<file path="src/rtl/sdram_pkg.sv">
// Shared SDRAM command encodings, address bit positions and refresh FSM states.
package sdram_pkg;

   // {CSn, RASn, CASn, WEn}
   localparam logic [3:0] CMD_NOP          = 4'b0111;
   localparam logic [3:0] CMD_PRECHARGE    = 4'b0010;
   localparam logic [3:0] CMD_AUTO_REFRESH = 4'b0001;
   localparam logic [3:0] CMD_MODE_REG_SET = 4'b0000;

   localparam int unsigned A10_BIT = 10;

   typedef enum logic [2:0] {
      ST_IDLE     = 3'd0,
      ST_PRE      = 3'd1,
      ST_WAIT_RP  = 3'd2,
      ST_REF      = 3'd3,
      ST_WAIT_RFC = 3'd4,
      ST_DONE     = 3'd5
   } ref_state_t;

endpackage

</file>
<file path="src/rtl/sdram_refresh_sched_if.sv">
// Arbiter-facing handshake and command bus of the refresh scheduler.
interface sdram_refresh_sched_if #(
   parameter int unsigned ADDR_W = 13
);
   logic              ref_grant;
   logic              ref_req;
   logic              ref_urgent;
   logic              ref_busy;
   logic              ref_done;
   logic [3:0]        sdram_cmd;
   logic [ADDR_W-1:0] sdram_addr;
   logic [3:0]        debt;
   logic              overflow_err;

   modport master (
      input  ref_grant,
      output ref_req, ref_urgent, ref_busy, ref_done,
      output sdram_cmd, sdram_addr, debt, overflow_err
   );

   modport slave (
      output ref_grant,
      input  ref_req, ref_urgent, ref_busy, ref_done,
      input  sdram_cmd, sdram_addr, debt, overflow_err
   );
endinterface

</file>
<file path="src/rtl/sdram_refi_timer.sv">
// Refresh interval counter: one-cycle tick every TREFI_CYC cycles while enabled.
module sdram_refi_timer #(
   parameter int unsigned TREFI_CYC = 390
) (
   input  logic clk,
   input  logic rst_n,
   input  logic en,
   output logic tick
);
   localparam int unsigned CNT_W = (TREFI_CYC > 1) ? $clog2(TREFI_CYC) : 1;
   localparam logic [CNT_W-1:0] LAST = CNT_W'(TREFI_CYC - 1);

   logic [CNT_W-1:0] cnt_q;

   always_ff @(posedge clk or negedge rst_n) begin
      if (!rst_n) begin
         cnt_q <= '0;
      end else if (!en || cnt_q == LAST) begin
         cnt_q <= '0;
      end else begin
         cnt_q <= cnt_q + CNT_W'(1);
      end
   end

   assign tick = en && (cnt_q == LAST);

endmodule

</file>
<file path="src/rtl/sdram_refresh_sched.sv">
// SDRAM auto-refresh scheduler: refresh debt accounting, arbiter request and
// PRECHARGE ALL / AUTO REFRESH sequencing with tRP/tRFC spacing.
module sdram_refresh_sched
   import sdram_pkg::*;
#(
   parameter int unsigned CLK_FREQ_MHZ  = 50,
   parameter int unsigned TREFI_NS      = 7800,
   parameter int unsigned TRP_CYC       = 2,
   parameter int unsigned TRFC_CYC      = 7,
   parameter int unsigned MAX_DEBT      = 8,
   parameter int unsigned URGENT_THRESH = 6,
   parameter bit          DRAIN_ALL     = 1'b1,
   parameter int unsigned ADDR_W        = 13
) (
   input  logic                   clk,
   input  logic                   rst_n,
   input  logic                   init_done,
   sdram_refresh_sched_if.master  sched
);
   localparam int unsigned TREFI_CYC = CLK_FREQ_MHZ * TREFI_NS / 1000;
   localparam int unsigned WAIT_MAX  = (TRP_CYC > TRFC_CYC) ? TRP_CYC : TRFC_CYC;
   localparam int unsigned WAIT_W    = $clog2(WAIT_MAX + 1);
   localparam logic [3:0]  MAX_D     = 4'(MAX_DEBT);
   localparam logic [3:0]  URG_D     = 4'(URGENT_THRESH);
   localparam logic [ADDR_W-1:0] PRE_ADDR = ADDR_W'(1) << A10_BIT;

   ref_state_t        state_q, state_d;
   logic [WAIT_W-1:0] wait_q, wait_d;
   logic [3:0]        debt_q, debt_d;
   logic              tick;
   logic              issue;
   logic              drain_more;

   sdram_refi_timer #(
      .TREFI_CYC (TREFI_CYC)
   ) u_refi_timer (
      .clk   (clk),
      .rst_n (rst_n),
      .en    (init_done),
      .tick  (tick)
   );

   // debt_q already reflects the decrement of the refresh just issued
   assign drain_more = DRAIN_ALL && (debt_q != '0);

   always_comb begin
      state_d = state_q;
      wait_d  = wait_q;
      case (state_q)
         ST_IDLE: begin
            if (sched.ref_grant && debt_q != '0) state_d = ST_PRE;
         end
         ST_PRE: begin
            if (TRP_CYC > 1) begin
               state_d = ST_WAIT_RP;
               wait_d  = WAIT_W'(TRP_CYC - 2);
            end else begin
               state_d = ST_REF;
            end
         end
         ST_WAIT_RP: begin
            if (wait_q == '0) state_d = ST_REF;
            else              wait_d  = wait_q - WAIT_W'(1);
         end
         ST_REF: begin
            if (TRFC_CYC > 1) begin
               state_d = ST_WAIT_RFC;
               wait_d  = WAIT_W'(TRFC_CYC - 2);
            end else begin
               state_d = drain_more ? ST_REF : ST_DONE;
            end
         end
         ST_WAIT_RFC: begin
            if (wait_q == '0) state_d = drain_more ? ST_REF : ST_DONE;
            else              wait_d  = wait_q - WAIT_W'(1);
         end
         ST_DONE: state_d = ST_IDLE;
         default: state_d = ST_IDLE;
      endcase
   end

   // A refresh is issued on the edge that enters REF, so the decrement lands
   // together with the AUTO REFRESH command on the bus.
   assign issue = (state_d == ST_REF);

   always_comb begin
      debt_d = debt_q;
      case ({tick, issue})
         2'b10:   debt_d = (debt_q == MAX_D) ? debt_q : debt_q + 4'd1;
         2'b01:   debt_d = debt_q - 4'd1;
         default: debt_d = debt_q;
      endcase
   end

   always_ff @(posedge clk or negedge rst_n) begin
      if (!rst_n) begin
         state_q            <= ST_IDLE;
         wait_q             <= '0;
         debt_q             <= '0;
         sched.sdram_cmd    <= CMD_NOP;
         sched.sdram_addr   <= '0;
         sched.ref_req      <= 1'b0;
         sched.ref_urgent   <= 1'b0;
         sched.ref_busy     <= 1'b0;
         sched.ref_done     <= 1'b0;
         sched.overflow_err <= 1'b0;
      end else begin
         state_q <= state_d;
         wait_q  <= wait_d;
         debt_q  <= debt_d;
         case (state_d)
            ST_PRE:  sched.sdram_cmd <= CMD_PRECHARGE;
            ST_REF:  sched.sdram_cmd <= CMD_AUTO_REFRESH;
            default: sched.sdram_cmd <= CMD_NOP;
         endcase
         sched.sdram_addr <= (state_d == ST_PRE) ? PRE_ADDR : '0;
         sched.ref_busy   <= (state_d != ST_IDLE);
         sched.ref_done   <= (state_d == ST_DONE);
         sched.ref_req    <= (state_d == ST_IDLE) && (debt_q != '0);
         sched.ref_urgent <= (debt_q >= URG_D);
         if (tick && debt_q == MAX_D) sched.overflow_err <= 1'b1;
      end
   end

   assign sched.debt = debt_q;

endmodule
</file>
<file path="src/flat_wrapper.sv">
// flat-port wrapper written by rule: the top's interface ports become plain ports
module sdram_refresh_sched_flat import sdram_pkg::*;
#(
   parameter int unsigned CLK_FREQ_MHZ  = 50,
   parameter int unsigned TREFI_NS      = 7800,
   parameter int unsigned TRP_CYC       = 2,
   parameter int unsigned TRFC_CYC      = 7,
   parameter int unsigned MAX_DEBT      = 8,
   parameter int unsigned URGENT_THRESH = 6,
   parameter bit          DRAIN_ALL     = 1'b1,
   parameter int unsigned ADDR_W        = 13
)
  (clk, rst_n, init_done, sched_ref_grant, sched_ref_req, sched_ref_urgent, sched_ref_busy, sched_ref_done, sched_sdram_cmd, sched_sdram_addr, sched_debt, sched_overflow_err);
  sdram_refresh_sched_if #(.ADDR_W(ADDR_W)) sched_i ();
  input  logic clk;
  input  logic rst_n;
  input  logic init_done;
  input wire logic [$bits(sched_i.ref_grant)-1:0] sched_ref_grant;
  output wire logic [$bits(sched_i.ref_req)-1:0] sched_ref_req;
  output wire logic [$bits(sched_i.ref_urgent)-1:0] sched_ref_urgent;
  output wire logic [$bits(sched_i.ref_busy)-1:0] sched_ref_busy;
  output wire logic [$bits(sched_i.ref_done)-1:0] sched_ref_done;
  output wire logic [$bits(sched_i.sdram_cmd)-1:0] sched_sdram_cmd;
  output wire logic [$bits(sched_i.sdram_addr)-1:0] sched_sdram_addr;
  output wire logic [$bits(sched_i.debt)-1:0] sched_debt;
  output wire logic [$bits(sched_i.overflow_err)-1:0] sched_overflow_err;
  assign sched_i.ref_grant = sched_ref_grant;
  assign sched_ref_req = sched_i.ref_req;
  assign sched_ref_urgent = sched_i.ref_urgent;
  assign sched_ref_busy = sched_i.ref_busy;
  assign sched_ref_done = sched_i.ref_done;
  assign sched_sdram_cmd = sched_i.sdram_cmd;
  assign sched_sdram_addr = sched_i.sdram_addr;
  assign sched_debt = sched_i.debt;
  assign sched_overflow_err = sched_i.overflow_err;
  sdram_refresh_sched #(.CLK_FREQ_MHZ(CLK_FREQ_MHZ), .TREFI_NS(TREFI_NS), .TRP_CYC(TRP_CYC), .TRFC_CYC(TRFC_CYC), .MAX_DEBT(MAX_DEBT), .URGENT_THRESH(URGENT_THRESH), .DRAIN_ALL(DRAIN_ALL), .ADDR_W(ADDR_W)) u_core (.clk(clk), .rst_n(rst_n), .init_done(init_done), .sched(sched_i));
endmodule
</file>
<file path="config.mk">
export PLATFORM = sky130hd
export DESIGN_NAME = sdram_refresh_sched_flat
export DESIGN_NICKNAME = d
export VERILOG_FILES = /design/src/rtl/sdram_pkg.sv /design/src/rtl/sdram_refresh_sched_if.sv /design/src/rtl/sdram_refi_timer.sv /design/src/rtl/sdram_refresh_sched.sv /design/src/flat_wrapper.sv
export SDC_FILE = /design/constraint.sdc
export NUM_CORES = 1
export LEC_CHECK = 0
export ABC_CLOCK_PERIOD_IN_PS = 3500
export CORE_ASPECT_RATIO = 1.75
export CORE_MARGIN = 2
export CORE_UTILIZATION = 52
export DETAILED_ROUTE_END_ITERATION = 8
export GPL_TIMING_DRIVEN = 0
export PLACE_DENSITY_LB_ADDON = 0.25
export SYNTH_ARGS = -nofsm -noshare
export SYNTH_HDL_FRONTEND = slang
export SYNTH_HIERARCHICAL = 1
export SYNTH_SLANG_ARGS = --single-unit
export TNS_END_PERCENT = 30
</file>
<file path="constraint.sdc">
create_clock -name clk -period 3.5 [get_ports clk]
set_input_delay 0.35 -clock clk [delete_from_list [all_inputs] [get_ports clk]]
set_output_delay 0.35 -clock clk [all_outputs]
set_load 0.01 [all_outputs]
</file>
==> impl_metrics.json, run 1 <==
{
  "r2r-end": "u_core/sched.debt[3]",
  "wl_mm": 3.53,
  "antenna_found_initial": 0,
  "p_seq_share_pct": 53.1,
  "placedCellCount": 240,
  "worstMarginPinSlew_ps": 721,
  "fill_cells": 274,
  "fin_crit_sh_pct": 78.1,
  "hold_path_class": "in2async",
  "synth_ff_type": "dfrtp_1",
  "report.final.slew_viol_count": 0,
  "ys_ff_latch": 28,
  "coreArea_sq_mm": 0.00311,
  "cts_inserted_buffers": 3,
  "drt_first_pass_iters": 5,
  "root_buffer": "clkbuf_8",
  "grt_usage_pct": 22.0,
  "syn_to_final_growth_pct": 19.4,
  "cpLargestDelayFamily": "simple AND/OR/NAND/NOR gates",
  "r2r_start": "u_core/sched.debt[1]",
  "dp_hpwl_mm": 2.59,
  "ys_top_cells_by_area": "dfrtp_1 (37%), buf_4 (5.8%), dfstp_2 (4.7%)",
  "route.detailed.drc": 0,
  "max_cap_violations": 0,
  "post-route-min-period_ps": 2730,
  "p_leak_nw": 0.933,
  "final_cells": 244,
  "grt_max_degree": 29,
  "skew_ps": 5.58,
  "nets": 213,
  "fp.dieW_microns": 46.9,
  "synth-compound-area-share_pct": 13.1,
  "irDropWorstVdd_v": 0.000222,
  "synth_top_cell_by_area": "dfrtp_1",
  "ant_nets": 0,
  "yosysSeqAreaShare_pct": 42.0,
  "report.final.hold_viol_count": 0,
  "synthArstFlopShare_pct": 100,
  "fmax_mhz": 366,
  "fin_tns_setup_ps": 0,
  "relSlewSlack_pct": 51.3,
  "p_sw_mw": 0.125,
  "holdBufCountCts": 0,
  "grt_pass1_wl_mm": 5.98,
  "drtIter0Drc": 53,
  "path_cells": "or4_1 -> buf_2 -> o211ai_4 -> nand2b_1 -> inv_1 -> ha_1 -> a21oi_1 -> a211oi_1 -> mux2i_1 -> xnor2_1",
  "grt_pass1_vias": 1286,
  "cts-resized-gates": 0,
  "critPathLaunch": "u_core/sched.debt[1]",
  "power_mw": 0.620,
  "ys_warn_count": 6,
  "start_util_pct": 53.9,
  "gp_congestion": 0.801,
  "worst_r2r_path_depth": 10,
  "placed_cell_area_sq_mm": 0.00194,
  "final_area_sq_mm": 0.00200,
  "path_buf_inv": 2,
  "routedWlPerCell_microns": 14.5,
  "syn-cell-area_sq_mm": 0.00168,
  "powerDensity_mw_per_mm2": 310,
  "synthMuxAreaShare_pct": 4.55,
  "vias": 1327,
  "cts_setup_buffers": 0,
  "tritoncts": "yes",
  "num_rows": 27,
  "synth_fa_ha_area_share_pct": 6.87,
  "synthXorXnorAreaFrac_pct": 3.66,
  "p_comb_share_pct": 6.0,
  "yosysTopAreaCellShare_pct": 37.3,
  "viasPerCell": 5.44,
  "slowest_stage": "or4_1",
  "crit_type": "reg2reg",
  "die_area_sq_mm": 0.00371,
  "die_h_microns": 79.1,
  "insertion_delay_ps": 270,
  "cts_buffer_depth": 2,
  "setup_violations": 0,
  "critPathMaxStageDelay_ps": 520,
  "synth_cell_types": 49,
  "cp_data_arrival_time_ps": 2900,
  "synth_top_family_by_area": "simple AND/OR/NAND/NOR gates",
  "synth_edf_count": 0,
  "clk_pin_slew_worst_paths_ps": 100,
  "portBuffers": 16,
  "path_max_fanout": 7,
  "num_io_pins": 30,
  "rsz0062_at_grt": "no",
  "overflow": 0,
  "outcome": "complete, no violations",
  "drive_gt1_share_pct": 15.4,
  "htree_levels": 1,
  "crit_required_ps": 3670,
  "cts_num_sinks": 28,
  "netlist_instances": 169,
  "intPower_mw": 0.496,
  "cp-end-kind": "register",
  "reg2reg_setup_slack_ps": 770,
  "synth_simple_gate_area_share_pct": 19.1,
  "n_antenna_cell": 0,
  "timing.hold.ws_ps": 79.8,
  "start_kind": "register",
  "p_clk_share_pct": 40.8,
  "synth.avg_cell_area_sq_um": 9.92,
  "swShare_pct": 20.1
}
## kinds of logic (layout without fill, tap and decap cells)
logic type               Yosys count  after routing
buffers and inverters             29             49
AO/OA/AOI/OAI                     30             30
AND/OR/NAND/NOR                   58             58
multiplexers                       7              7
XOR/XNOR                           7              7
other                              1             13
adder cells (fa/ha/maj)            9              9
flip-flops                        28             28
## flip-flops by register name (all words and copies together) (netlist names), 3 cells and up
name and count:
u_core/wait_q 3, u_core/sched.sdram_cmd 3, u_core/state_q 3, u_core/sched.debt 4
u_core/u_refi_timer/cnt_q 9
## Yosys cell counts, drive strengths merged (2+ instances only)
library cell and n:
o211ai 2, clkbuf 3, nand3 8, dfstp 3, o21ai 6, nor3 2, mux2i 5, inv 11
buf 15, nand2b 3, mux2 2, nor4 3, nand4 2, xnor2 4, and2 2, ha 6
maj3 2, xor2 3, a21o 2, o41ai 2, or3 4, a21oi 11, nor3b 2, dfrtp 25
nand2 15, nor2 11
## stage by stage
stage | setup WS (ps) | util (%)
3_5_place_dp | 785 | 62.3
6_report | 766 | 64.4
3_3_place_gp | 829 | 62.3
5_1_grt | 496 | 64.4
2_1_floorplan | 959 | -
4_1_cts | 752 | 64.6
## worst reg2reg max path: cells and delay by family, from the launching register on
| kind | cells | cell delay (ps) |
|---|---|---|
| AO/OA/AOI/OAI | 3 | 590 |
| XOR/XNOR | 1 | 140 |
| adder cells (fa/ha/maj) | 1 | 330 |
| buffers and inverters | 2 | 250 |
| flip-flops | 1 | 460 |
| multiplexers | 1 | 140 |
| AND/OR/NAND/NOR | 2 | 710 |
## metal layers
metal | track usage (%) | up-vias | wire length, microns
met5 | 0 | - | 0
met4 | 8.61 | 0 | 80
met3 | 2.73 | 14 | 164
met2 | 37.7 | 56 | 1990
met1 | 26.4 | 637 | 1290
li1 | - | 620 | -
## cell usage in the layout, fill, tap and decap left out, types with 8 or more instances in the layout
| cell | count |
|---|---|
| nor2_1 | 11 |
| nand3_1 | 8 |
| conb_1 | 13 |
| buf_4 | 13 |
| inv_1 | 11 |
| dfrtp_1 | 25 |
| a21oi_1 | 11 |
| clkdlybuf4s50_1 | 15 |
| nand2_1 | 15 |
## power groups by stage
| stage | Combinational [mW] | Clock, mW | Sequential (mW) |
|---|---|---|---|
| final | 0.0373 | 0.253 | 0.329 |
| after global routing | 0.0421 | 0.275 | 0.330 |
| after CTS | 0.0375 | 0.259 | 0.330 |
| after detailed placement | 0.0375 | 0 | 0.336 |
| after global placement | 0.0368 | 0 | 0.336 |
| after floorplan | 0.0254 | 0 | 0.335 |
## cell type report
cell class / instances / area [sq um] / share of cell area, %
Tap cell: 43 / 53.8 / 2.69
Clock inverter: 1 / 30.0 / 1.50
Multi-Input combinational cell: 124 / 841 / 42.0
Inverter: 11 / 41.3 / 2.06
Clock buffer: 3 / 41.3 / 2.06
Timing Repair Buffer: 16 / 155 / 7.75
Sequential cell: 28 / 704 / 35.2
Buffer: 18 / 135 / 6.75
## worst max path at each step
stage,to,slack [ps],cells after the start
finish,u_core/sched.debt[3],770,10
global route,u_core/sched.debt[3],500,11
CTS,u_core/sched.debt[3],750,10
detailed placement,u_core/sched.debt[3],780,10
global placement,u_core/sched.debt[3],830,10
floorplan,u_core/sched.debt[3],960,10
No activity file was read; power rests on OpenSTA's default activity.
==> run 2: changes to the inputs <==
--- a/config.mk
+++ b/config.mk
@@ -5,10 +5,10 @@
 export SDC_FILE = /design/constraint.sdc
 export NUM_CORES = 1
 export LEC_CHECK = 0
-export ABC_CLOCK_PERIOD_IN_PS = 3500
+export ABC_CLOCK_PERIOD_IN_PS = 2400
 export CORE_ASPECT_RATIO = 1.75
 export CORE_MARGIN = 2
-export CORE_UTILIZATION = 52
+export CORE_UTILIZATION = 47
 export DETAILED_ROUTE_END_ITERATION = 8
 export GPL_TIMING_DRIVEN = 0
 export PLACE_DENSITY_LB_ADDON = 0.25
==> constraint.sdc (replaced) <==
create_clock -name clk -period 2.4 [get_ports clk]
set_input_delay 0.24 -clock clk [delete_from_list [all_inputs] [get_ports clk]]
set_output_delay 0.24 -clock clk [all_outputs]
set_load 0.01 [all_outputs]
==> run 2 against run 1 <==
Net effect:
- largest cell class unchanged
- register-to-register slack lost 800 ps
- utilization grew 0.058 points
- largest power group unchanged
- flip-flop and latch count is the same
- die area grew 9.9%
- setup slack lost 800 ps
- sequential power grew 46%
- the run now ends with negative hold slack, negative setup slack left
- fmax grew 13%
- non-clock buffer count grew 12
==> impl_metrics.json, run 2 (synthesis results as in run 1) <==
{
  "outcome": "finished with violations",
  "violations": "negative hold slack, negative setup slack",
  "die_h_microns": 83.0,
  "fin_crit_sh_pct": 101,
  "irDropWorstVdd_v": 0.000278,
  "dp_hpwl_mm": 2.45,
  "cts_inserted_buffers": 3,
  "fmax_mhz": 412,
  "r2r_start": "u_core/sched.debt[3]",
  "largest_reg_flops": 9,
  "path_max_fanout": 4,
  "max_cap_violations": 0,
  "post-route-min-period_ps": 2430,
  "drt_first_pass_iters": 4,
  "timing.hold.ws_ps": -32.5,
  "ant_nets": 0,
  "relSlewSlack_pct": 44.9,
  "nets": 225,
  "antenna_found_initial": 0,
  "powerDensity_mw_per_mm2": 364,
  "portBuffers": 16,
  "coreArea_sq_mm": 0.00340,
  "start_util_pct": 49.3,
  "r2r-end": "u_core/sched.debt[3]",
  "route.detailed.drc": 0,
  "p_leak_nw": 0.990,
  "setup_violations": 1,
  "clk_pin_slew_worst_paths_ps": 90,
  "wl_mm": 3.63,
  "worstMarginPinSlew_ps": 814,
  "final_cell_mix": "buf_4 (25), dfrtp_1 (21), clkdlybuf4s50_1 (15), nand2_1 (15), conb_1 (13)",
  "root_buffer": "clkbuf_8",
  "final_common_cell": "buf_4",
  "rsz0062_at_grt": "yes",
  "crit_required_ps": 2560,
  "cp-end-kind": "register",
  "htree_levels": 1,
  "fill_cells": 284,
  "fin_tns_setup_ps": -29.6,
  "routedWlPerCell_microns": 14.1,
  "grt_max_degree": 29,
  "skew_ps": 8.20,
  "regMostFlops": "u_core/u_refi_timer/cnt_q",
  "placed_cell_area_sq_mm": 0.00199,
  "worst_r2r_path_depth": 10,
  "report.final.hold_viol_count": 25,
  "finalWorstSetupSlack_ps": -29.6,
  "n_antenna_cell": 0,
  "drive_gt1_share_pct": 28.6,
  "syn_to_final_growth_pct": 30.7,
  "holdBufCountCts": 0,
  "gp_congestion": 0.827,
  "num_io_pins": 30,
  "insertion_delay_ps": 270,
  "vias": 1344,
  "power_mw": 0.798,
  "multi_input_area_sq_um": 950,
  "final_area_sq_mm": 0.00219,
  "report.final.slew_viol_count": 0,
  "num_rows": 28,
  "overflow": 0,
  "hold_path_class": "in2async",
  "cts_num_sinks": 28,
  "crit_type": "reg2reg",
  "start_kind": "register",
  "tritoncts": "yes",
  "reg2reg_setup_slack_ps": -30,
  "viasPerCell": 5.21,
  "fp.dieW_microns": 49.2,
  "grt_pass1_wl_mm": 6.02,
  "regArea_sq_um": 709,
  "drtIter0Drc": 40,
  "grt_usage_pct": 18.1,
  "cp_data_arrival_time_ps": 2580,
  "die_area_sq_mm": 0.00408,
  "grt_pass1_vias": 1328,
  "cts_buffer_depth": 2
}
[run 2: cell count changes in the layout (fill, tap and decap cells not counted), sizes merged]
| cell | previous run | this run |
|---|---|---|
| bufinv | 1 | 0 |
| clkbuf | 6 | 7 |
| buf | 16 | 28 |
[run 2: routing by layer]
| layer | global-route usage (%) | wire [microns] | up-vias |
|---|---|---|---|
| li1 | - | - | 650 |
| met1 | 22.3 | 1410 | 649 |
| met2 | 31.9 | 2010 | 37 |
| met3 | 1.44 | 151 | 8 |
| met4 | 7.01 | 55 | 0 |
| met5 | 0 | 0 | - |
[run 2: cell type report]
type | count | area share, %
plain buffers | 18 | 6.45
multi-input cells | 124 | 43.3
repair buffers | 28 | 11.2
inverters | 11 | 2.00
flip-flops and latches | 28 | 32.4
clock buffers | 4 | 2.06
well taps | 45 | 2.57
[run 2: worst max-delay path by stage]
| stage | to | cells past startpoint | startpoint |
|---|---|---|---|
| after floorplan | u_core/sched.debt[3] | 10 | u_core/sched.debt[3] |
| after global placement | u_core/sched.debt[3] | 10 | u_core/sched.debt[0] |
| after detailed placement | u_core/sched.debt[3] | 10 | u_core/sched.debt[3] |
| after CTS | u_core/sched.debt[3] | 13 | u_core/u_refi_timer/cnt_q[1] |
| after global routing | u_core/sched.debt[3] | 10 | u_core/sched.debt[3] |
| final | u_core/sched.debt[3] | 10 | u_core/sched.debt[3] |
[run 2: repair_timing]
action | 4_1_cts | 5_1_grt
setup buffers | 5 | 7
endpoints found under the setup margin | 2 | 2
pin swaps | 1 | 5
gates resized for setup | 5 | 11
[run 2: power breakdown]
part,switching [mW],internal [mW],leakage [nW],total [mW]
Combinational,0.0321,0.0285,0.618,0.0606
Clock,0.138,0.119,0.0228,0.257
Sequential,0.00463,0.476,0.349,0.480
[run 2: critical path, cell delays in order, from the launching register on]
cell      delay [ps]
dfrtp_2          410
or4_4            530
buf_6            150
o211ai_4         180
nand2b_4         180
inv_4             50
ha_4             300
a21oi_4           70
a211oi_2         210
mux2i_1          120
xnor2_1          130
[run 2: through the flow]
stage | hold slack (ps) | std cells | util (%) | setup slack (ps)
2_1_floorplan | -55.6 | 181 | - | -111
3_5_place_dp | 448 | 242 | 58.6 | -265
6_report | -32.5 | 258 | 64.5 | -29.6
4_1_cts | 471 | 251 | 61.4 | -12.6
3_3_place_gp | 445 | 242 | 58.6 | -242
5_1_grt | 10.4 | 258 | 64.5 | -125
==> run 3: changes to the inputs <==
--- a/config.mk
+++ b/config.mk
@@ -6,8 +6,9 @@
 export NUM_CORES = 1
 export LEC_CHECK = 0
 export ABC_CLOCK_PERIOD_IN_PS = 2400
+export CAP_MARGIN = 10
 export CORE_ASPECT_RATIO = 1.75
-export CORE_MARGIN = 2
+export CORE_MARGIN = 5
 export CORE_UTILIZATION = 47
 export DETAILED_ROUTE_END_ITERATION = 8
 export GPL_TIMING_DRIVEN = 0
==> run 3 against run 2 <==
Net effect:
- the flow finishes with violations (negative hold slack)
- design area is 0.51% higher
- first-iteration DRC count fell by 45%
- die area grew 20%
- critical path depth decreased by 1
- hold slack barely moved
- combinational power decreased by 1%
- sequential power about the same
- cell count grew 0.39%
- routed wire length decreased by 4.0%
- clock-buffer cell count did not move
- flip-flop and latch count is the same
- utilization fell by 0.33 points
==> impl_metrics.json, run 3 (synthesis results as in run 1) <==
{
  "outcome": "finished with violations",
  "violations": "negative hold slack",
  "coreArea_sq_mm": 0.00343,
  "power_mw": 0.820,
  "fp.dieW_microns": 55.2,
  "overflow": 0,
  "critPathMaxStageDelay_ps": 560,
  "start_util_pct": 48.8,
  "fin_crit_sh_pct": 97.6,
  "crit_type": "reg2reg",
  "r2r-end": "u_core/sched.debt[3]",
  "drt_first_pass_iters": 4,
  "syn_to_final_growth_pct": 31.3,
  "cts_num_sinks": 28,
  "cts_inserted_buffers": 3,
  "report.final.slew_viol_count": 0,
  "p_sw_mw": 0.170,
  "path_cells": "or4_4 -> o211ai_4 -> nand2b_4 -> inv_4 -> ha_4 -> a21oi_4 -> a211oi_2 -> mux2i_1 -> xnor2_1",
  "antenna_found_initial": 0,
  "hold_path_class": "in2async",
  "intPower_mw": 0.650,
  "irDropWorstVdd_v": 0.000356,
  "nets": 226,
  "route.detailed.drc": 0,
  "report.final.hold_viol_count": 25,
  "rsz0062_at_grt": "yes",
  "crit_required_ps": 2550,
  "grt_pass1_wl_mm": 5.73,
  "grt_usage_pct": 15.2,
  "final_cell_mix": "buf_4 (27), dfrtp_1 (21), clkdlybuf4s50_1 (15), nand2_1 (15), conb_1 (13)",
  "drtIter0Drc": 22,
  "n_antenna_cell": 0,
  "grt_pass1_vias": 1335,
  "clk_pin_slew_worst_paths_ps": 90,
  "finalWorstSetupSlack_ps": 57.1,
  "skew_ps": 3.98,
  "multi_input_area_sq_um": 947,
  "setup_violations": 0,
  "placedCellCount": 242,
  "timing.hold.ws_ps": -32.5,
  "placed_cell_area_sq_mm": 0.00199,
  "cp_data_arrival_time_ps": 2500,
  "viasPerCell": 5.11,
  "insertion_delay_ps": 260,
  "relSlewSlack_pct": 44.1,
  "post-route-min-period_ps": 2340,
  "cpLargestDelayFamily": "simple AND/OR/NAND/NOR gates",
  "num_rows": 28,
  "worstSetupPathDepth": 9,
  "grt_max_degree": 29,
  "gp_congestion": 0.875,
  "cp-end-kind": "register",
  "die_h_microns": 89.0,
  "fill_cells": 326,
  "dp_hpwl_mm": 2.44,
  "swShare_pct": 20.7,
  "num_io_pins": 30,
  "powerDensity_mw_per_mm2": 372,
  "reg2reg_setup_slack_ps": 60,
  "p_seq_share_pct": 58.5,
  "start_kind": "register",
  "ant_nets": 0,
  "routedWlPerCell_microns": 13.5,
  "regMostFlops": "u_core/u_refi_timer/cnt_q",
  "r2r_start": "u_core/sched.debt[3]",
  "pre_cts_ws_ps": -236,
  "max_cap_violations": 0,
  "portBuffers": 16,
  "final_area_sq_mm": 0.00220,
  "crit_end": "u_core/sched.debt[3]",
  "die_area_sq_mm": 0.00491,
  "fin_tns_setup_ps": 0,
  "drive_gt1_share_pct": 29.9,
  "vias": 1324,
  "final_common_cell": "buf_4",
  "root_buffer": "clkbuf_8",
  "worst_r2r_path_depth": 9,
  "cts_buffer_depth": 2,
  "wl_mm": 3.49,
  "worstMarginPinSlew_ps": 826,
  "regArea_sq_um": 709,
  "fmax_mhz": 427,
  "path_max_fanout": 3,
  "p_clk_share_pct": 34.2,
  "p_comb_share_pct": 7.3,
  "htree_levels": 1,
  "slowest_stage": "or4_4",
  "path_buf_inv": 1,
  "largest_reg_flops": 9,
  "final_cells": 259,
  "p_leak_nw": 1.00,
  "tritoncts": "yes",
  "critPathLaunch": "u_core/sched.debt[3]"
}
-- run 3: layout make-up --
| cell class | instances | area share [%] |
|---|---|---|
| well taps | 45 | 2.56 |
| plain buffers | 17 | 5.91 |
| clock buffers | 4 | 2.50 |
| inverters | 11 | 1.99 |
| flip-flops and latches | 28 | 32.2 |
| repair buffers | 30 | 11.8 |
| multi-input cells | 124 | 43.0 |
-- run 3: timing repair --
item / CTS / global route
endpoints found under the setup margin: 2 / 2
resized for setup: 7 / 9
endpoints found under the hold margin: 0 / 0
pin swaps: 2 / 6
buffers inserted: 6 / 8
hold buffers: 0 / 0
-- run 3: worst min-delay path by stage --
stage | endpoint | slack [ps]
2_1_floorplan | u_core/sched.debt[0] | -60
3_3_place_gp | u_core/sched.overflow_err | 440
3_5_place_dp | u_core/sched.overflow_err | 450
4_1_cts | u_core/sched.overflow_err | 470
5_1_grt | u_core/u_refi_timer/cnt_q[0] | 20
6_report | u_core/u_refi_timer/cnt_q[0] | -30
-- run 3: power by group through the flow --
stage / Clock, mW / Combinational [mW] / Sequential, mW
2_1_floorplan: 0 / 0.0370 / 0.489
3_3_place_gp: 0 / 0.0535 / 0.489
3_5_place_dp: 0 / 0.0540 / 0.490
4_1_cts: 0.290 / 0.0542 / 0.480
5_1_grt: 0.302 / 0.0676 / 0.480
6_report: 0.280 / 0.0598 / 0.479
-- run 3: layer usage --
| layer | vias up | wire [microns] | global-route usage (%) |
|---|---|---|---|
| li1 | 645 | - | - |
| met1 | 645 | 1400 | 17.7 |
| met2 | 30 | 1930 | 26.9 |
| met3 | 4 | 112 | 2.00 |
| met4 | 0 | 45 | 6.19 |
| met5 | - | 0 | 0 |
-- run 3: stage by stage --
stage / utilization [%] / hold WS, ps
floorplan: - / -55.6
global placement: 58.0 / 444
detailed placement: 58.0 / 451
CTS: 61.5 / 473
global route: 64.1 / 20.4
finish: 64.1 / -32.5
-- run 3: worst register-to-register path, delay by kind of cell, from the launching register on --
family                   cells  cell delay [ps]
buffers and inverters        1               50
AND/OR/NAND/NOR              2              740
adder cells (fa/ha/maj)      1              310
AO/OA/AOI/OAI                3              480
multiplexers                 1              110
flip-flops                   1              420
XOR/XNOR                     1              130
